### src/rtl/mdu_iter.sv
// Iterative RV64M multiply/divide unit: radix-2 shift-add multiplier and restoring divider,
// one op in flight, valid/ready on both sides, with flush and W-variant support.
module mdu_iter #(
  parameter int unsigned XLEN    = 64,
  parameter int unsigned TAG_W   = 5,
  parameter bit          WORD_EN = 1'b1
) (
  input  logic             clk,
  input  logic             rst,
  input  logic             flush,
  input  logic             in_valid,
  output logic             in_ready,
  input  logic [2:0]       in_op,
  input  logic             in_word,
  input  logic [XLEN-1:0]  in_a,
  input  logic [XLEN-1:0]  in_b,
  input  logic [TAG_W-1:0] in_tag,
  output logic             out_valid,
  input  logic             out_ready,
  output logic [XLEN-1:0]  out_result,
  output logic [TAG_W-1:0] out_tag,
  output logic             busy
);

  localparam int unsigned CntW = $clog2(XLEN);

  localparam logic [1:0] StIdle = 2'd0;
  localparam logic [1:0] StCalc = 2'd1;
  localparam logic [1:0] StDone = 2'd2;

  localparam logic [2:0] OpMul    = 3'b000;
  localparam logic [2:0] OpMulh   = 3'b001;
  localparam logic [2:0] OpMulhsu = 3'b010;
  localparam logic [2:0] OpDiv    = 3'b100;
  localparam logic [2:0] OpRem    = 3'b110;

  // W ops only exist on a 64-bit datapath
  localparam bit WordOk = WORD_EN && (XLEN == 64);

  localparam logic [XLEN-1:0] MinFull = {1'b1, {(XLEN-1){1'b0}}};
  localparam logic [XLEN-1:0] MinWord = ~XLEN'(32'h7fff_ffff);

  function automatic logic [XLEN-1:0] sext32(input logic [31:0] v);
    return XLEN'($signed(v));
  endfunction

  logic [1:0]        state_q, state_d;
  logic [CntW-1:0]   cnt_q, cnt_d;
  logic              fix_q, fix_d;
  logic [2:0]        op_q, op_d;
  logic              word_q, word_d;
  logic [TAG_W-1:0]  tag_q, tag_d;
  logic              qneg_q, qneg_d;
  logic              rneg_q, rneg_d;
  logic [XLEN-1:0]   opa_q, opa_d;
  logic [XLEN-1:0]   hi_q, hi_d;
  logic [XLEN-1:0]   lo_q, lo_d;
  logic [XLEN-1:0]   res_q, res_d;

  // Operand preparation for the accept edge
  logic              word_eff;
  logic              a_signed, b_signed;
  logic [XLEN-1:0]   a_ext, b_ext, a_abs, b_abs;
  logic              a_neg, b_neg;
  logic              div_zero, sovf, word_mulh, fast;
  logic [XLEN-1:0]   fast_raw, fast_val;

  always_comb begin
    word_eff  = WordOk && in_word;
    a_signed  = (in_op == OpMulh) || (in_op == OpMulhsu) || (in_op == OpDiv) || (in_op == OpRem);
    b_signed  = (in_op == OpMulh) || (in_op == OpDiv) || (in_op == OpRem);
    a_ext     = in_a;
    b_ext     = in_b;
    if (word_eff) begin
      a_ext = a_signed ? sext32(in_a[31:0]) : XLEN'(in_a[31:0]);
      b_ext = b_signed ? sext32(in_b[31:0]) : XLEN'(in_b[31:0]);
    end
    a_neg     = a_signed && a_ext[XLEN-1];
    b_neg     = b_signed && b_ext[XLEN-1];
    a_abs     = a_neg ? (~a_ext + 1'b1) : a_ext;
    b_abs     = b_neg ? (~b_ext + 1'b1) : b_ext;
    div_zero  = in_op[2] && (b_ext == '0);
    sovf      = ((in_op == OpDiv) || (in_op == OpRem)) && (b_ext == '1) &&
                (a_ext == (word_eff ? MinWord : MinFull));
    word_mulh = word_eff && !in_op[2] && (in_op[1:0] != 2'b00);
    fast      = div_zero || sovf || word_mulh;
    fast_raw  = '0;
    if (div_zero)  fast_raw = in_op[1] ? a_ext : '1;
    else if (sovf) fast_raw = in_op[1] ? '0 : a_ext;
    fast_val  = word_eff ? sext32(fast_raw[31:0]) : fast_raw;
  end

  // One iteration step of each datapath
  logic [XLEN:0]     mul_sum;
  logic [XLEN:0]     div_rs, div_diff;

  always_comb begin
    mul_sum  = {1'b0, hi_q} + (lo_q[0] ? {1'b0, opa_q} : '0);
    div_rs   = {hi_q, lo_q[XLEN-1]};
    div_diff = div_rs - {1'b0, opa_q};
  end

  // Sign fixup and result selection on entry to DONE
  logic [2*XLEN-1:0] prod, prod_fix, prod_sh;
  logic [XLEN-1:0]   mul_res, div_res, fin_raw, fin_val;

  always_comb begin
    prod     = {hi_q, lo_q};
    prod_fix = qneg_q ? (~prod + 1'b1) : prod;
    // Word products were built 32 positions too high in the 2*XLEN register
    prod_sh  = word_q ? (prod_fix >> 32) : prod_fix;
    mul_res  = (op_q[1:0] == 2'b00) ? prod_sh[XLEN-1:0] : prod_sh[2*XLEN-1:XLEN];
    if (op_q[1]) div_res = rneg_q ? (~hi_q + 1'b1) : hi_q;
    else         div_res = qneg_q ? (~lo_q + 1'b1) : lo_q;
    fin_raw  = op_q[2] ? div_res : mul_res;
    fin_val  = word_q ? sext32(fin_raw[31:0]) : fin_raw;
  end

  always_comb begin
    state_d = state_q;
    cnt_d   = cnt_q;
    fix_d   = fix_q;
    op_d    = op_q;
    word_d  = word_q;
    tag_d   = tag_q;
    qneg_d  = qneg_q;
    rneg_d  = rneg_q;
    opa_d   = opa_q;
    hi_d    = hi_q;
    lo_d    = lo_q;
    res_d   = res_q;
    unique case (state_q)
      StIdle: begin
        if (in_valid && !flush) begin
          op_d   = in_op;
          word_d = word_eff;
          tag_d  = in_tag;
          qneg_d = a_neg ^ b_neg;
          rneg_d = a_neg;
          hi_d   = '0;
          cnt_d  = word_eff ? CntW'(31) : CntW'(XLEN - 1);
          fix_d  = 1'b0;
          if (in_op[2]) begin
            opa_d = b_abs;
            // Left-align a word dividend so its MSB is shifted out first
            lo_d  = word_eff ? (a_abs << 32) : a_abs;
          end else begin
            opa_d = a_abs;
            lo_d  = b_abs;
          end
          if (fast) begin
            res_d   = fast_val;
            state_d = StDone;
          end else begin
            state_d = StCalc;
          end
        end
      end
      StCalc: begin
        if (flush) begin
          state_d = StIdle;
        end else if (fix_q) begin
          res_d   = fin_val;
          state_d = StDone;
        end else begin
          if (op_q[2]) begin
            if (!div_diff[XLEN]) hi_d = div_diff[XLEN-1:0];
            else                 hi_d = div_rs[XLEN-1:0];
            lo_d = {lo_q[XLEN-2:0], ~div_diff[XLEN]};
          end else begin
            hi_d = mul_sum[XLEN:1];
            lo_d = {mul_sum[0], lo_q[XLEN-1:1]};
          end
          cnt_d = cnt_q - 1'b1;
          fix_d = (cnt_q == '0);
        end
      end
      StDone: begin
        if (flush || out_ready) state_d = StIdle;
      end
      default: state_d = StIdle;
    endcase
  end

  always_ff @(posedge clk) begin
    if (rst) begin
      state_q <= StIdle;
      cnt_q   <= '0;
      fix_q   <= 1'b0;
      op_q    <= '0;
      word_q  <= 1'b0;
      tag_q   <= '0;
      qneg_q  <= 1'b0;
      rneg_q  <= 1'b0;
      opa_q   <= '0;
      hi_q    <= '0;
      lo_q    <= '0;
      res_q   <= '0;
    end else begin
      state_q <= state_d;
      cnt_q   <= cnt_d;
      fix_q   <= fix_d;
      op_q    <= op_d;
      word_q  <= word_d;
      tag_q   <= tag_d;
      qneg_q  <= qneg_d;
      rneg_q  <= rneg_d;
      opa_q   <= opa_d;
      hi_q    <= hi_d;
      lo_q    <= lo_d;
      res_q   <= res_d;
    end
  end

  always_comb begin
    in_ready   = (state_q == StIdle);
    busy       = (state_q != StIdle);
    out_valid  = (state_q == StDone);
    out_result = res_q;
    out_tag    = tag_q;
  end

  logic unused_op;
  assign unused_op = ^{OpMul};

endmodule
### config.mk
export PLATFORM = sky130hd
export DESIGN_NAME = mdu_iter
export DESIGN_NICKNAME = d
export VERILOG_FILES = /design/src/rtl/mdu_iter.sv
export SDC_FILE = /design/constraint.sdc
export NUM_CORES = 2
export LEC_CHECK = 0
export ABC_CLOCK_PERIOD_IN_PS = 5900
export BUFFER_PORTS_ARGS = -buffer_cell sky130_fd_sc_hd__buf_2
export CORE_MARGIN = 2
export CORE_UTILIZATION = 35
export CTS_CLUSTER_SIZE = 10
export DETAILED_ROUTE_END_ITERATION = 12
export PLACE_DENSITY_LB_ADDON = 0.12
export SLEW_MARGIN = 15
export SYNTH_ARGS = -nofsm -noshare
export SYNTH_HDL_FRONTEND = slang
export SYNTH_SLANG_ARGS = --single-unit
### constraint.sdc
create_clock -name clk -period 5.9 [get_ports clk]
set_clock_uncertainty 0.05 [all_clocks]
set_input_delay 0.59 -clock clk [delete_from_list [all_inputs] [get_ports clk]]
set_output_delay 0.59 -clock clk [all_outputs]
set_load 0.05 [all_outputs]
==> impl_summary.txt <==
----------------------------------------------------
[Clock network]
  Skew-Pair Late Insertion Delay ... 0.59 ns
  Number of clock buffers inserted by TritonCTS ... 39
  Post-CTS Hold Fix Bufs ... 0
  Maximum clock path buffer count ... 3
  Root buffer cell ... clkbuf_16
  Clock tree from TritonCTS ... yes
  Sinks on the clock net ... 276
  Post-cts repair resize count ... 0
  Setup bufs post-CTS ... 0
  Clock slew at the register clock pins of the worst setup and hold paths ... 0.06 ns
  Count of H-tree levels built during CTS ... 2

[Critical path]
  Data arrival time of the critical path ... 5.71 ns
  Startpoint type of the worst setup path ... flip-flop
  Maximum fanout count along the critical path ... 22
  Required time reported for the critical path endpoint ... 6.36 ns
  Kind of capture point of the worst setup path ... flip-flop
  Crit Path Class ... flip-flop to flip-flop

[Final layout]
  Area growth from synthesis to layout ... 10.80%
  Layout cells sized above 1 ... 0.1045
  Number of fillers in the final layout ... 9776
  Post-layout nets ... 5010

[Timing]
  Final setup fails ... 0
  Final worst path period share ... 0.8897
  Final Hold Vio Count ... 0
  Final period demand of the worst path ... 5.249 ns
  Worst slew margin relative to its limit ... 0.1993
  Setup TNS Final ... 0 ns
  Worst Max-Slew Pin Slew ... 1.194 ns
  Maximum frequency from static timing analysis ... 0.1905 GHz
  Number of pins with negative max-slew slack in the final report ... 0
  RSZ-0062 raised after global routing ... false
  Worst-case hold slack ... 0.1941 ns

[Power]
  Peak supply drop ... 0.2011 mV
  Power Density ... 280.4 nW/um2
  Static power due to leakage ... 0.01373 uW

[Global routing]
  GRT Resource Usage Total ... 0.3693
  Gr ovfl total ... 0
  Number of antenna violations at the first check in global routing ... 8
  Pin count of the biggest net entering global routing ... 83
  Global-route wire length before repair ... 255200 um
  Number of global-route vias before repair ... 34750

[Route]
  Total Wirelength ... 181200 um
  Pre-Repair DR Iteration Count ... 7
  WL/cell ... 30.53 um
  Met2 wire length ... 77270 um
  Highest routing layer actually used ... met5
  Detailed-routed wire length on met3 ... 17240 um
  Post-route met1 wirelength ... 74680 um
  Starting DRC count in detailed routing ... 5455
  Post-DRT Antenna Nets ... 0
  Vias ... 38166
  Detailed-route DRC error count ... 0
  Post-DR vias/cell ... 6.431

[Floorplanning]
  Die height ... 306.4 um
  Total die area ... 93890 um2
  Initial cell density of the core ... 0.3545
  Num rows ... 110
  Boundary pin count ... 214
  Core region area ... 90290 um2
  Horizontal die dimension ... 306.4 um

[Hold path]
  Hold/Removal Path Class ... input pin to flip-flop

[Flow run]
  Max-Cap Viols ... 0

[Synth]
  Number of enable flip-flop cells after synthesis ... 0
  Portion of the post-synthesis area used by sequential elements ... 0.1726
  Count of warnings emitted by yosys ... 0
  Synthesized area divided by synthesized cell count ... 6.748 um2
  Predominant post-synthesis flop cell ... dfxtp_1
  Net count of the mapped netlist ... 5023
  Post-synthesis cell type count ... 87
  Synthesized flop and latch total ... 276
  Fraction of synthesis flops using an asynchronous set or reset pin ... 0
  Post-synthesis instance total ... 4744
  Post-synthesis instance area ... 32010 um2

[Outcome]
  Status ... finished clean

[Place]
  Total of buffers placed on input and output ports ... 213
  Placer's final routability congestion estimate ... 1.053
  Post-DP HPWL ... 144500 um

----------------------------------------------------
synth_stat cells (77+ instances only):
| master | number | area share |
|---|---|---|
| nand2_1 | 525 | 0.062 |
| xor2_1 | 191 | 0.052 |
| nor2_1 | 530 | 0.062 |
| a211oi_1 | 139 | 0.033 |
| o211ai_1 | 77 | 0.018 |
| a21oi_1 | 464 | 0.073 |
| o21ai_0 | 400 | 0.063 |
| mux2i_1 | 107 | 0.033 |
| ha_1 | 135 | 0.053 |
| xnor2_1 | 199 | 0.054 |
| nor3_1 | 158 | 0.025 |
| dfxtp_1 | 276 | 0.17 |
| inv_1 | 115 | 0.013 |
| clkbuf_1 | 359 | 0.042 |
power breakdown:
group | switching (uW) | internal, uW | total, uW
Combinational | 3670 | 1480 | 5150
Clock | 1040 | 1430 | 2470
Sequential | 286 | 2040 | 2320
cell families after synthesis:
group           Yosys count  share of synthesized area
flops                   276                     0.1726
xor+xnor                390                     0.1067
mux                     115                    0.03662
fa+ha+maj               137                    0.05402
simple gates           1664                     0.2420
compound gates         1641                     0.3259
buf+inv                 521                    0.06207
metal layers:
layer | GRT usage | up-vias
met1 | 0.4882 | 18285
met2 | 0.5644 | 2142
met5 | 0 | -
met4 | 0.2005 | 12
li1 | - | 17294
met3 | 0.07078 | 433
placed cells by master, fill, tap and decap left out, types with 30 or more instances in the layout:
cell,n
nor2_1,521
nor3_1,158
xnor2_1,199
ha_1,135
xor2_1,191
buf_4,137
mux2i_1,107
a21o_1,75
or4_1,32
o22ai_1,30
a31oi_1,34
a211oi_1,138
buf_2,210
inv_1,114
nand3_1,58
o21ai_0,400
o221ai_1,34
dfxtp_1,272
nand4_1,66
or3_1,50
o31ai_1,67
o41ai_1,33
o211ai_1,77
a21oi_1,462
o21a_1,32
nor4_1,62
a22oi_1,40
nand2_1,524
clkbuf_16,39
flip-flops by register name (all words and copies together), names as in the netlist:
register and cells:
rneg_q 1, out_result 64, hi_q 64, fix_q 1, opa_q 64, lo_q 64
out_tag 5, op_q 3, state_q 2, cnt_q 6, word_q 1, qneg_q 1
metrics by stage:
| step | instances | worst slack, ns | power, uW | util | instance area, um2 |
|---|---|---|---|---|---|
| 2_1_floorplan | 4744 | 1.780 | 5273 | - | 32010 |
| 3_3_place_gp | 5866 | 0.7440 | 7300 | 0.3786 | 34180 |
| 5_1_grt | 5933 | 0.3390 | 10250 | 0.3928 | 35460 |
| 3_5_place_dp | 5866 | 0.7400 | 7259 | 0.3786 | 34180 |
| 4_1_cts | 5933 | 0.7438 | 9724 | 0.3928 | 35460 |
| 6_report | 5935 | 0.6507 | 9946 | 0.3928 | 35470 |
worst paths after layout:
path / from / endpoint / slack, ns / cells past startpoint
max: hi_q[22] / hi_q[15] / 0.65 / 14
min: in_tag[3] / out_tag[3] / 0.19 / 3
max reg2reg: hi_q[22] / hi_q[15] / 0.65 / 14
min reg2reg: opa_q[60] / opa_q[60] / 0.40 / 2
critical path, stage by stage (launching register included):
cell and delay, ns:
dfxtp_1 0.85, ha_1 0.43, a21oi_1 0.20, o21ai_0 0.18, nor3_1 0.45, inv_1 0.14
a2111oi_0 0.81, buf_4 0.25, nor2_1 0.08, a211o_1 0.39, nand3_1 0.38, nand2_1 0.15
buf_4 0.27, o311a_1 0.38, o21ai_0 0.15
area by class of cell:
class	count	area, um2	share of cell area
diodes	2	5.005	0.0001411
clock buffers	55	1096	0.03090
clock inverters	12	182.7	0.005150
inverters	117	439.2	0.01238
multi-input cells	3947	24600	0.6937
flip-flops and latches	276	5538	0.1561
well taps	1176	1471	0.04149
repair buffers	350	2131	0.06008
Note: power is estimated with default switching activity, not from simulation.
